<file path="config.mk">
export PLATFORM = sky130hd
export DESIGN_NAME = seq_divider
export DESIGN_NICKNAME = d
export VERILOG_FILES = /design/src/rtl/seq_divider.sv
export SDC_FILE = /design/constraint.sdc
export NUM_CORES = 1
export LEC_CHECK = 0
export CAP_MARGIN = 20
export CORE_ASPECT_RATIO = 0.6
export CORE_MARGIN = 2
export CORE_UTILIZATION = 50
export CTS_BUF_LIST = sky130_fd_sc_hd__clkbuf_8
export DETAILED_ROUTE_END_ITERATION = 6
export PLACE_DENSITY = 0.76
export SLEW_MARGIN = 20
export SYNTH_ARGS = -nofsm -noshare
export SYNTH_HDL_FRONTEND = slang
export SYNTH_SLANG_ARGS = --single-unit
</file>
<file path="constraint.sdc">
create_clock -name clk -period 2 [get_ports clk]
set_input_delay 0.4 -clock clk [delete_from_list [all_inputs] [get_ports clk]]
set_output_delay 0.4 -clock clk [all_outputs]
set_load 0.01 [all_outputs]
</file>
<file path="src/rtl/seq_divider.sv">
// seq_divider: sequential restoring divider, one quotient bit per clock, MSB first
// Ports:
//   clk         - single clock, all state changes on its rising edge
//   rst_n       - synchronous active-low reset
//   start       - begin a division (sampled only in IDLE)
//   a, b        - unsigned dividend / divisor, latched on the accepting edge
//   busy        - high while in CALC
//   done        - one-cycle pulse; q, r, div_by_zero valid while high
//   q, r        - registered quotient / remainder, held until the next result
//   div_by_zero - high with done when the latched divisor was 0
module seq_divider #(
    parameter int SIZE = 8
) (
    input  logic            clk,
    input  logic            rst_n,
    input  logic            start,
    input  logic [SIZE-1:0] a,
    input  logic [SIZE-1:0] b,
    output logic            busy,
    output logic            done,
    output logic [SIZE-1:0] q,
    output logic [SIZE-1:0] r,
    output logic            div_by_zero
);
    localparam int CW = $clog2(SIZE);
    typedef enum logic [1:0] {IDLE, CALC, DONE} state_t;
    state_t          state, state_nx;
    logic [SIZE-1:0] dvd, dvs, rem, rem_nx;
    logic [SIZE:0]   rem_sh;
    logic [CW-1:0]   cnt;
    logic            ge, last;
    // dvd shifts the dividend out at the top while quotient bits enter at the bottom,
    // so after SIZE steps it holds the quotient
    always_comb begin
        rem_sh = {rem, dvd[SIZE-1]};
        ge     = rem_sh >= {1'b0, dvs};
        rem_nx = ge ? SIZE'(rem_sh - {1'b0, dvs}) : rem_sh[SIZE-1:0];
        last   = cnt == CW'(SIZE - 1);
    end
    always_comb begin
        state_nx = state;
        case (state)
            IDLE:    state_nx = start ? (b == '0 ? DONE : CALC) : IDLE;
            CALC:    state_nx = last ? DONE : CALC;
            default: state_nx = IDLE;
        endcase
    end
    always_ff @(posedge clk) state <= !rst_n ? IDLE : state_nx;
    always_ff @(posedge clk) begin
        if (!rst_n) begin
            dvd         <= '0;
            dvs         <= '0;
            rem         <= '0;
            cnt         <= '0;
            q           <= '0;
            r           <= '0;
            div_by_zero <= 1'b0;
        end else begin
            case (state)
                IDLE: begin
                    if (start && b == '0) begin
                        q           <= '1;
                        r           <= a;
                        div_by_zero <= 1'b1;
                    end else if (start) begin
                        dvd <= a;
                        dvs <= b;
                        rem <= '0;
                        cnt <= '0;
                    end
                end
                CALC: begin
                    dvd <= {dvd[SIZE-2:0], ge};
                    rem <= rem_nx;
                    cnt <= cnt + 1'b1;
                    if (last) begin
                        q           <= {dvd[SIZE-2:0], ge};
                        r           <= rem_nx;
                        div_by_zero <= 1'b0;
                    end
                end
                default: ;
            endcase
        end
    end
    assign busy = state == CALC;
    assign done = state == DONE;
endmodule

</file>
# Word-level counts from Yosys, hierarchy flattened
# Cells that the tools add are included.
# classes
addsub	2
n_lt_le_gt_ge	1
n_eq_ne	7
muxes	23
bitwise	1
reduce_logical	7
# ops
op	count
2-to-1 mux 8 bit	9
one-hot mux 8 bit (2 select lines)	4
>= comparator 9 x 8 -> 1 bit	1
AND reduction 3 bit	3
zero test 8 bit	1
subtractor 8 bit	1
2-to-1 mux 2 bit	3
2-to-1 mux 3 bit	2
inequality test 2 bit (second input constant)	3
one-hot mux 3 bit (2 select lines)	1
one-hot mux 2 bit (2 select lines)	1
adder 3 x 1 -> 3 bit (second input constant)	1
== test 3 bit (second input constant)	1
== test 2 x 1 -> 1 bit (second input constant)	1
== test 2 bit (second input constant)	1
zero test 2 bit	1
2-to-1 mux 1 bit	2
inequality test 2 x 1 -> 1 bit (second input constant)	1
one-hot mux 1 bit (2 select lines)	1
nonzero test 2 bit	1
logical AND 1 bit	1
NOT 1 bit	1
# word_totals
regBits	46
inputBits	19
out_inout_bits	19

# Depth between registers and ports, before layout
# logic_depth
word_depth	4
ltp_mapped	10
mapped_depth_nobuf	10

# Worst setup path after synthesis
# No wires, ideal clock.
# synth_path
path_kind	flip-flop to flip-flop
start	register dvd[7]
end	register r[6]
setup_ns	0.117
arrival_time_ns	1.869
required_time_ns	1.883
setup_slack_ns	0.014
path_stages_with_launch	11
period_less_slack_ns	1.986
cell_sequence	dfxtp_1 > inv_1 > ha_1 > inv_1 > fa_1 > a211oi_1 > or4b_1 > o2111ai_1 > mux2i_1 > a21oi_1 > o2bb2ai_1
# synth_via
elab_chain_cells	4
elab_cells_between_ends	5
# synth_rtl
item	line_no	rtl
start, declared	28	logic [SIZE-1:0] dvd, dvs, rem, rem_nx;
start signal, assigned	73	dvd <= {dvd[SIZE-2:0], ge};
subtractor 8 bit or >= comparator 9 x 8 -> 1 bit (tied branches)	37, 36	
2-to-1 mux 8 bit (*)	37	rem_nx = ge ? SIZE'(rem_sh - {1'b0, dvs}) : rem_sh[SIZE-1:0];
2-to-1 mux 8 bit (*)	76	if (last) begin
one-hot mux 8 bit (2 select lines) (*)	59	case (state)
end signal, assigned	78	r <= rem_nx;
end, declared	22	output logic [SIZE-1:0] r,
# Mark *: on every way between the ends. The rest lies on a longest branch, timed or not. The select of a mux whose other input is x is not followed.
# A chain may end at the register's enable or synchronous reset.

# Final worst setup path
# layout_path
start	register dvs[0]
end	register r[6]
# layout_via
elab_chain_cells	4
elab_cells_between_ends	5
# layout_rtl
item	line_no	rtl
start, declared	28	
start signal, assigned	52	dvs <= '0;
start signal, assigned	67	dvs <= b;
subtractor 8 bit or >= comparator 9 x 8 -> 1 bit (tied branches)	37, 36	
2-to-1 mux 8 bit (*)	37	
2-to-1 mux 8 bit (*)	76	
one-hot mux 8 bit (2 select lines) (*)	59	
# Marks and branches as above.

==> run_results.csv <==
group,metric,value,unit
power_and_ir_drop,irDropWorstVdd,0.5250,mV
synthesis,synth-seq-cells,46,
setup_path,rrSetupSlack,-0.1,ns
setup_path,crit_chain,"ha_4 > inv_2 > fa_2 > a211oi_4 > or4b_4 > o2111ai_4 > mux2i_2 > a21oi_2 > o2bb2ai_1",
die,coreArea,0.004612,sq mm
placement,place.gp.congestion,0.8842,
synthesis,synthTopCellsByArea,"dfxtp_1 (38%), ha_1 (5.2%), nand2_1 (5.1%)",
final_layout,post-route-util,79.30,%
sta,rsz0062_at_grt,"yes",
setup_path,crit_start,"dvs[0]$_SDFFE_PN0P_",
power_and_ir_drop,p_int,1.964,mW
grt,grt_pass1_vias,2184,
setup_path,timing.rr.start,"dvs[0]$_SDFFE_PN0P_",
sta,maxSlewHeadroom,56.55,%
final_layout,drive_gt1_share,32.68,%
die,die_x,93.86,microns
setup_path,cp.depth,9,
routing,drt_iter0_markers,217,
synthesis,yosysWarnings,0,
clock_network,cts_made_buffers,5,
synthesis,muxShareOfSynthArea,2.273,%
placement,io_buffers,37,
synthesis,synth_top_family_by_area,"simple AND/OR/NAND/NOR gates",
final_layout,multiInputGateArea,0.001639,sq mm
die,dieHeight,57.92,microns
sta,setup_viol,5,
routing,vias_per_cell,5.515,
synthesis,synth_edf_count,0,
min_path,min_path_cells,2,
routing,wl,6703,microns
synthesis,synth-compound-area-share,23.40,%
synthesis,synthXorXnorAreaFrac,1.085,%
sta,slew_violations,0,
synthesis,synth-main-ff-cell,"dfxtp_1",
clock_network,holdBufCountCts,0,
grt,antenna_found_initial,0,
setup_path,max_stage_delay,0.38,ns
status,violations,"negative setup slack",
die,dieArea,0.005436,sq mm
clock_network,cts.path.max_buffers,2,
setup_path,crit_family,"compound AO/OA/AOI/OAI gates",
power_and_ir_drop,swShare,31.52,%
die,io_pins,38,
die,start_util,52.52,%
sta,worst_pin_slew,0.6483,ns
sta,fin_crit,2.098,ns
synthesis,synth.avg_cell_area,8.745,sq um
clock_network,root_buffer,"clkbuf_8",
sta,fmax,0.4767,GHz
final_layout,seqCellArea,934.6,sq um
power_and_ir_drop,seqPwrFrac,35.4,%
synthesis,ys_types,50,
routing,dr.pass1.iters,5,
synthesis,syn-num-nets,307,
clock_network,cts_sinks,46,
grt,grt-ovfl-total,0,
routing,drc,0,
grt,grt_pass1_wl,10290,microns
final_layout,area_delta_synth_final,50.98,%
setup_path,timing.critical_path.buf_inv,1,
final_layout,fin_nets,388,
setup_path,worst-path-max-fanout,2,
sta,setup_slack,-0.09772,ns
setup_path,crit_required,2.19,ns
setup_path,reg2reg_depth,9,
final_layout,layout.filler_cells,312,
clock_network,clkTransAtPathRegs,0.08,ns
setup_path,cp.arrival,2.29,ns
job,drv_cap,0,
power_and_ir_drop,switchingPower,0.9037,mW
power_and_ir_drop,clock_power_share,24.5,%
final_layout,stdcell_area,0.003657,sq mm
clock_network,htree_levels,2,
synthesis,yosys-top-cells-count,"dfxtp_1 (46), nand2_1 (33), nor2_1 (16), nor2b_1 (15), inv_1 (12)",
sta,fin_crit_sh,104.9,%
synthesis,ys_seq_area_share,38.02,%
synthesis,yosysTopAreaCell,"dfxtp_1",
sta,hold_viol,0,
placement,hpwl,4554,microns
setup_path,cp-start-kind,"flip-flop",
synthesis,synth_area,0.002422,sq mm
synthesis,yosysMostFrequentCell,"dfxtp_1",
synthesis,synth_top_area_share,38.02,%
routing,vias,2322,
sta,finClkSkew,0.006006,ns
clock_network,cts_tree,"yes",
power_and_ir_drop,power,2.868,mW
placement,placed_area,0.003172,sq mm
min_path,hp-start,"dvd[0]$_SDFFE_PN0P_",
setup_path,critPathSlowestCell,"dfxtp_4",
routing,ant_nets,0,
grt,grt_util_all_layers,24.49,%
clock_network,clkLatencyLatePin,0.29,ns
final_layout,n_antenna_cell,0,
synthesis,synthSimpleGateAreaFrac,24.17,%
power_and_ir_drop,p_comb_share,40.1,%
power_and_ir_drop,p_leak,1.474,nW
setup_path,end_kind,"flip-flop",
setup_path,critPathKind,"reg2reg",
synthesis,syn_inst,277,
power_and_ir_drop,power.density,784.1,mW/mm^2
status,status,"complete, but fails checks",
synthesis,synthAdderAreaFrac,5.992,%
die,std_cell_rows,19,
grt,grt_max_degree,48,
min_path,min_path_type,"reg2reg",
routing,post_drt_wl_per_cell,15.92,microns
synthesis,synthArstFlopShare,0,%
registers in the layout (all words and copies together) (netlist names):
name / count
rem: 8
div_by_zero: 1
r: 8
state: 2
q: 8
cnt: 3
dvd: 8
dvs: 8
what timing repair did:
action | CTS | global route
cloned | 0 | 1
pin swaps | 11 | 11
setup buffers | 2 | 8
gates resized for setup | 28 | 37
endpoints found under the setup margin | 20 | 25
per-layer routing:
layer | vias up | GRT usage [%] | wire length, microns
li1 | 1150 | - | -
met2 | 74 | 37.35 | 2968
met5 | - | 0 | 0
met1 | 1096 | 35.69 | 3246
met4 | 0 | 4.555 | 27
met3 | 2 | 6.372 | 460
layout make-up:
type	count	share of cell area [%]
well taps	63	2.155
clock inverters	1	0.8211
inverters	12	1.368
flip-flops and latches	46	25.56
multi-input cells	203	44.82
repair buffers	90	23.02
clock buffers	6	2.258
worst paths after layout:
check | to
max | r[6]$_SDFFE_PN0P_
min | dvd[0]$_SDFFE_PN0P_
max reg2reg | r[6]$_SDFFE_PN0P_
min reg2reg | dvd[0]$_SDFFE_PN0P_
cell usage in the layout, fill, tap and decap left out, types with 3 or more instances in the layout:
| cell type | count |
|---|---|
| o21ai_2 | 3 |
| a21oi_2 | 4 |
| o211a_1 | 8 |
| o21ai_0 | 4 |
| nor3_1 | 7 |
| nor2_1 | 16 |
| nand2_1 | 32 |
| a22oi_1 | 5 |
| nand2b_1 | 3 |
| buf_12 | 4 |
| buf_6 | 5 |
| nand3_1 | 11 |
| inv_1 | 5 |
| dfxtp_1 | 37 |
| clkdlybuf4s50_1 | 35 |
| o21ai_1 | 6 |
| a21o_1 | 3 |
| clkbuf_8 | 6 |
| and2_1 | 4 |
| o21a_1 | 6 |
| inv_2 | 5 |
| a21oi_1 | 8 |
| ha_4 | 8 |
| a21boi_1 | 4 |
| dfxtp_2 | 8 |
| nor2b_1 | 15 |
| nor3b_1 | 9 |
| a31oi_1 | 4 |
| buf_4 | 44 |
| o211ai_1 | 4 |
power by group through the flow:
stage                     clock [mW]  sequential, mW  combinational [mW]
final                          0.703            1.01                1.15
after global routing           0.764            1.02                1.23
after CTS                      0.720            1.00               0.977
after detailed placement           0            1.02               0.857
after global placement             0            1.02               0.839
after floorplan                    0            1.01               0.555
worst reg2reg max path: stages (launching register included):
cell and delay [ns]:
dfxtp_4 0.38, ha_4 0.13, inv_2 0.03, fa_2 0.37, a211oi_4 0.29, or4b_4 0.18
o2111ai_4 0.12, mux2i_2 0.24, a21oi_2 0.10, o2bb2ai_1 0.14
per-stage QoR:
stage	TNS [ns]	instances	setup WS [ns]	hold slack, ns
floorplan	0	277	0.01444	0.4364
global placement	-5.466	404	-0.3774	0.4494
detailed placement	-7.960	404	-0.4765	0.4647
CTS	-0.3890	412	-0.1311	0.4771
global route	-0.9720	421	-0.2057	0.4920
finish	-0.3217	421	-0.09772	0.4770
logic make-up after synthesis:
| family | Yosys count |
|---|---|
| simple gates | 109 |
| mux | 5 |
| flops | 46 |
| compound gates | 75 |
| fa+ha+maj | 11 |
| buf+inv | 28 |
| xor+xnor | 3 |
(Power assumes the default switching activity.)
==> variant 1 (config.mk and constraints unchanged) <==
`SIZE`: 8 -> 16.
--- a/src/rtl/seq_divider.sv
+++ b/src/rtl/seq_divider.sv
@@ -10,5 +10,5 @@
 //   div_by_zero - high with done when the latched divisor was 0
 module seq_divider #(
-    parameter int SIZE = 8
+    parameter int SIZE = 16
 ) (
     input  logic            clk,
Ports: changed (resized a, b, q and r); port bits go from 38 to 70. No check against the original RTL was run, so the function may have changed too.
==> variant 1 against the original RTL <==
Cell count up 130%. Total power rose to 5.5 times the old value. Global-route usage up 10 points. Sequential cell count up 41. Die area up 92%. Clock power up 100%. Routed wire length rose to 3.3 times the old value. The run ends with DRC, setup timing left. Sequential share of layout area down 3.2 points. Highest routed layer unchanged. Largest power group unchanged. Sequential power up 110%. Via count rose to 2.7 times the old value. Non-clock buffer count up 148. Cell area up 120%. Synthesized area up 99%. Critical endpoint is now r[14]$_SDFFE_PN0P_. Worst setup slack worse by 0.40 ns.
==> variant 1: results (changes against the original RTL) <==
metric,value,unit,change
final_nets,873,,+130%
cts_made_buffers,9,,+4
dp_cells,905,,+120%
synth_commonest_cells,"nor2_1 (101), dfxtp_1 (87), nand2_1 (69)",,
slowest_stage,fa_2,,
setup_viol,34,,+29
met2_usage,54.0,%,+17 points
synthTopCellsByArea,"dfxtp_1 (36%), nor2_1 (7.9%), nand2_1 (5.4%)",,
fillCellCount,429,,+38%
grt_pass1_wl,28.1,mm,+170%
drt_pass1_iterations,7,,+2
drcViolationCount,23,,+23
relSlewSlack,56.2,%,-0.33 points
grt_pass1_vias,5435,,+150%
seq_area_frac_synth,36.2,%,-1.8 points
violations,"DRC, setup timing",,
min_from,b[7],,
synth_nets,667,,+120%
grt_max_degree,43,,-10%
slowest_delay,0.41,ns,+0.03 ns
grt_use_total,34.5,%,+10 points
dr_total_vias,6312,,+170%
syn_avg_cell_area,7.83,µm²,-10%
cp_max_fo,3,,+1
setup_ws,-0.500,ns,-0.402 ns
use_met1,47.5,%,+12 points
final_layout_size_suffix_gt1_share,36.5,%,+3.8 points
via_per_inst,6.62,,+20%
dp_hpwl,11.2,mm,+150%
dpl_cell_area,6630,µm²,+110%
htree_num_levels,3,,+1
routed_wl,21.8,mm,+230%
clock-skew-final,0.0148,ns,+0.00878 ns
grt.met3_usage,7.77,%,+1.4 points
outcome,"finished, violations left",,
io_buffers,69,,+86%
r2r_start,dvd[15]$_SDFFE_PN0P_,,
variant 1: cell types whose count changed in the layout (fill, tap and decap cells not counted), sizes merged, moves of 10 or more:
cell	change
a311oi	+16
clkdlybuf4s50	+18
buf	+115
o21ai	+18
nor3b	-10
nor2	+85
dfxtp	+41
inv	+11
a21oi	+24
nor2b	-13
o211ai	+12
nor3	+32
nand2	+36
dlymetal6s2s	+14
variant 1: per-layer routing:
metal | up-vias | wire length [µm]
li1 | 2623 | -
met1 | 2895 | 8190
met2 | 594 | 9260
met3 | 200 | 2850
met4 | 0 | 1520
met5 | - | 0
variant 1: timing repair:
item,in CTS,in global routing
setup endpoints to repair,72,65
resized for setup,91,77
gates cloned,4,1
setup buffers,20,11
pin swaps,24,37
variant 1: path summary, 6_finish.rpt:
check | endpoint | slack [ns] | cells after the start
min reg2reg | cnt[3]$_SDFFE_PN0P_ | 0.50 | 1
max | r[14]$_SDFFE_PN0P_ | -0.50 | 10
min | dvs[7]$_SDFFE_PN0P_ | 0.41 | 4
max reg2reg | r[14]$_SDFFE_PN0P_ | -0.50 | 10
variant 1: stage by stage:
stage | setup slack, ns | TNS (ns) | utilization [%]
detailed placement | -0.497 | -34.35 | 71.7
floorplan | -0.0891 | -0.967 | -
finish | -0.500 | -10.49 | 85.3
global placement | -0.486 | -32.64 | 71.7
global route | -0.473 | -11.49 | 85.3
CTS | -0.265 | -6.25 | 80.8
variant 1: logic make-up after synthesis:
family	Yosys count	share of synthesized area, %
buffers and inverters	66	6.97
xor gates and xnor gates	9	1.64
DFF	87	36.2
adders and majority gates	18	4.84
muxes	12	2.50
AOI/OAI and AO/OA	157	22.7
and+or+nand+nor	265	25.1
variant 1: worst max-delay path: cells and delay by family, from the launching register on:
kind	cells	cell delay, ns
adders and majority gates	2	0.55
DFF	1	0.34
xor gates and xnor gates	1	0.29
buffers and inverters	2	0.14
AOI/OAI and AO/OA	5	1.06
variant 1: final cells by class:
| cell class | count | area (µm²) | share of cell area (%) |
|---|---|---|---|
| flip-flops and latches | 87 | 1760 | 22.3 |
| clock inverters | 4 | 77.6 | 0.982 |
| multi-input cells | 462 | 3400 | 43.0 |
| inverters | 22 | 92.6 | 1.17 |
| clock buffers | 11 | 151 | 1.92 |
| repair buffers | 238 | 2250 | 28.5 |
| well taps | 130 | 163 | 2.06 |
variant 1: where the power goes:
part	total, µW	internal (µW)	switching, µW
Clock	1440	772	664
Sequential	2150	1930	226
Combinational	12200	6290	5910
Total	15800	8990	6800
==> variant 2 (same flow settings) <==
Without the edit above. Make the reset (`rst_n`) asynchronous in one clocked block. Comments in the files are not updated.
--- a/src/rtl/seq_divider.sv
+++ b/src/rtl/seq_divider.sv
@@ -47,5 +47,5 @@
     end
     always_ff @(posedge clk) state <= !rst_n ? IDLE : state_nx;
-    always_ff @(posedge clk) begin
+    always_ff @(posedge clk or negedge rst_n) begin
         if (!rst_n) begin
             dvd         <= '0;
Function: differs if rst_n is asserted again (counterexample within 4 cycles, from zero or initial values and one cycle with rst_n low); with rst_n held inactive, the same outputs for 10 cycles.
==> variant 2 against the original RTL <==
The flow still finishes with violations (setup timing). Sequential cell count unchanged. Count of clock-buffer cells in the layout decreased by 1. Worst setup slack got worse by 0.067 ns. Synthesized area decreased by 0.93%. Routed wire length increased by 6.3%. Cell area decreased by 3.9%.
Power is not compared: it rests on default switching activity, and its combinational part moved more than twofold at a synthesized area within 25%.
==> variant 2: results (changes against the original RTL) <==
metric,value,unit,change
dr.first_iter.drc_count,162,,-25%
dpl_cell_area,3090,µm²,-2.6%
final_nets,370,,-4.6%
slowest_stage,dfrtp_1,,
dp_cells,384,,-5.0%
dieArea,5390,µm²,-0.87%
busiest_layer,met1,,
timing.hold.ws,0.0251,ns,-0.452 ns
nNonClkBuffers,85,,-5.6%
synthAdderAreaFrac,6.05,%,+0.056 points
dp_hpwl,4.62,mm,+1.5%
hold_path.class,input pin to asynchronous set/reset pin,,
grt.met3_usage,4.81,%,-1.6 points
multi_input_area,1390,µm²,-15%
arrival,2.34,ns,+0.05 ns
num-multi-input-gates,188,,-7.4%
r2r_start,rem[2]$_DFFE_PN0P_,,
met2_usage,36.7,%,-0.66 points
synth_xor_area_share,1.46,%,+0.38 points
use_met1,36.9,%,+1.2 points
buffer_area_share,21.7,%,-1.3 points
violations,setup timing,,
met3_length,577,µm,+25%
setup_ws,-0.165,ns,-0.0672 ns
fin_cells,404,,-4.0%
grt_pass1_wl,10.0,mm,-2.5%
muxShareOfSynthArea,3.18,%,+0.91 points
setup_viol,17,,+12
synthArstFlopShare,95.7,%,+96 points
seq_area_frac_synth,47.5,%,+9.5 points
wl_met2,3.41,mm,+15%
grt_use_total,24.1,%,-0.40 points
syn_inst,259,,-6.5%
slowest_delay,0.44,ns,+0.06 ns
n_sequential_cell,46,,unchanged
pre_cts_slack,-0.376,ns,+0.100 ns
outcome,"finished, violations left",,
synthTopCellsByArea,"dfrtp_1 (46%), nand2_1 (6.7%), ha_1 (5.2%)",,
dr_total_vias,2316,,-0.26%
clkCellAreaFrac,2.56,%,-0.52 points
tightest_slew,0.448,ns,-0.200 ns
final_layout_size_suffix_gt1_share,29.3,%,-3.4 points
grt_max_degree,32,,-33%
routed_wl,7.12,mm,+6.3%
r2r_end,rem[4]$_DFFE_PN0P_,,
clock_buffers,5,,-1
synth.distinct_cells,44,,-12%
clock-skew-final,0.0109,ns,+0.00488 ns
cp_max_fo,4,,+2
variant 2: changes by cell type in the layout (fill, tap and decap cells not counted), moves of 7 or more:
cell,change
a21oi_1,+7
dfrtp_1,+44
dfxtp_1,-35
dfxtp_2,-8
nand2_1,+11
nand3_1,-10
nor2_1,+10
nor2b_1,-13
nor3b_1,-9
o211a_1,-8
o21ai_0,+9
variant 2: how the worst max path moves through the flow:
stage,start,to,cells past startpoint
2_1_floorplan,rem[2]$_DFFE_PN0P_,r[1]$_DFFE_PN0P_,7
3_3_place_gp,b[1],r[7]$_DFFE_PN0P_,7
3_5_place_dp,b[1],r[7]$_DFFE_PN0P_,7
4_1_cts,rem[2]$_DFFE_PN0P_,r[1]$_DFFE_PN0P_,8
5_1_grt,dvs[3]$_DFFE_PN0P_,rem[4]$_DFFE_PN0P_,10
6_report,rem[2]$_DFFE_PN0P_,rem[4]$_DFFE_PN0P_,9
variant 2: timing repair:
item,in CTS,in global routing
resized for setup,17,33
setup endpoints to repair,24,17
pin swaps,11,16
setup buffers,4,8
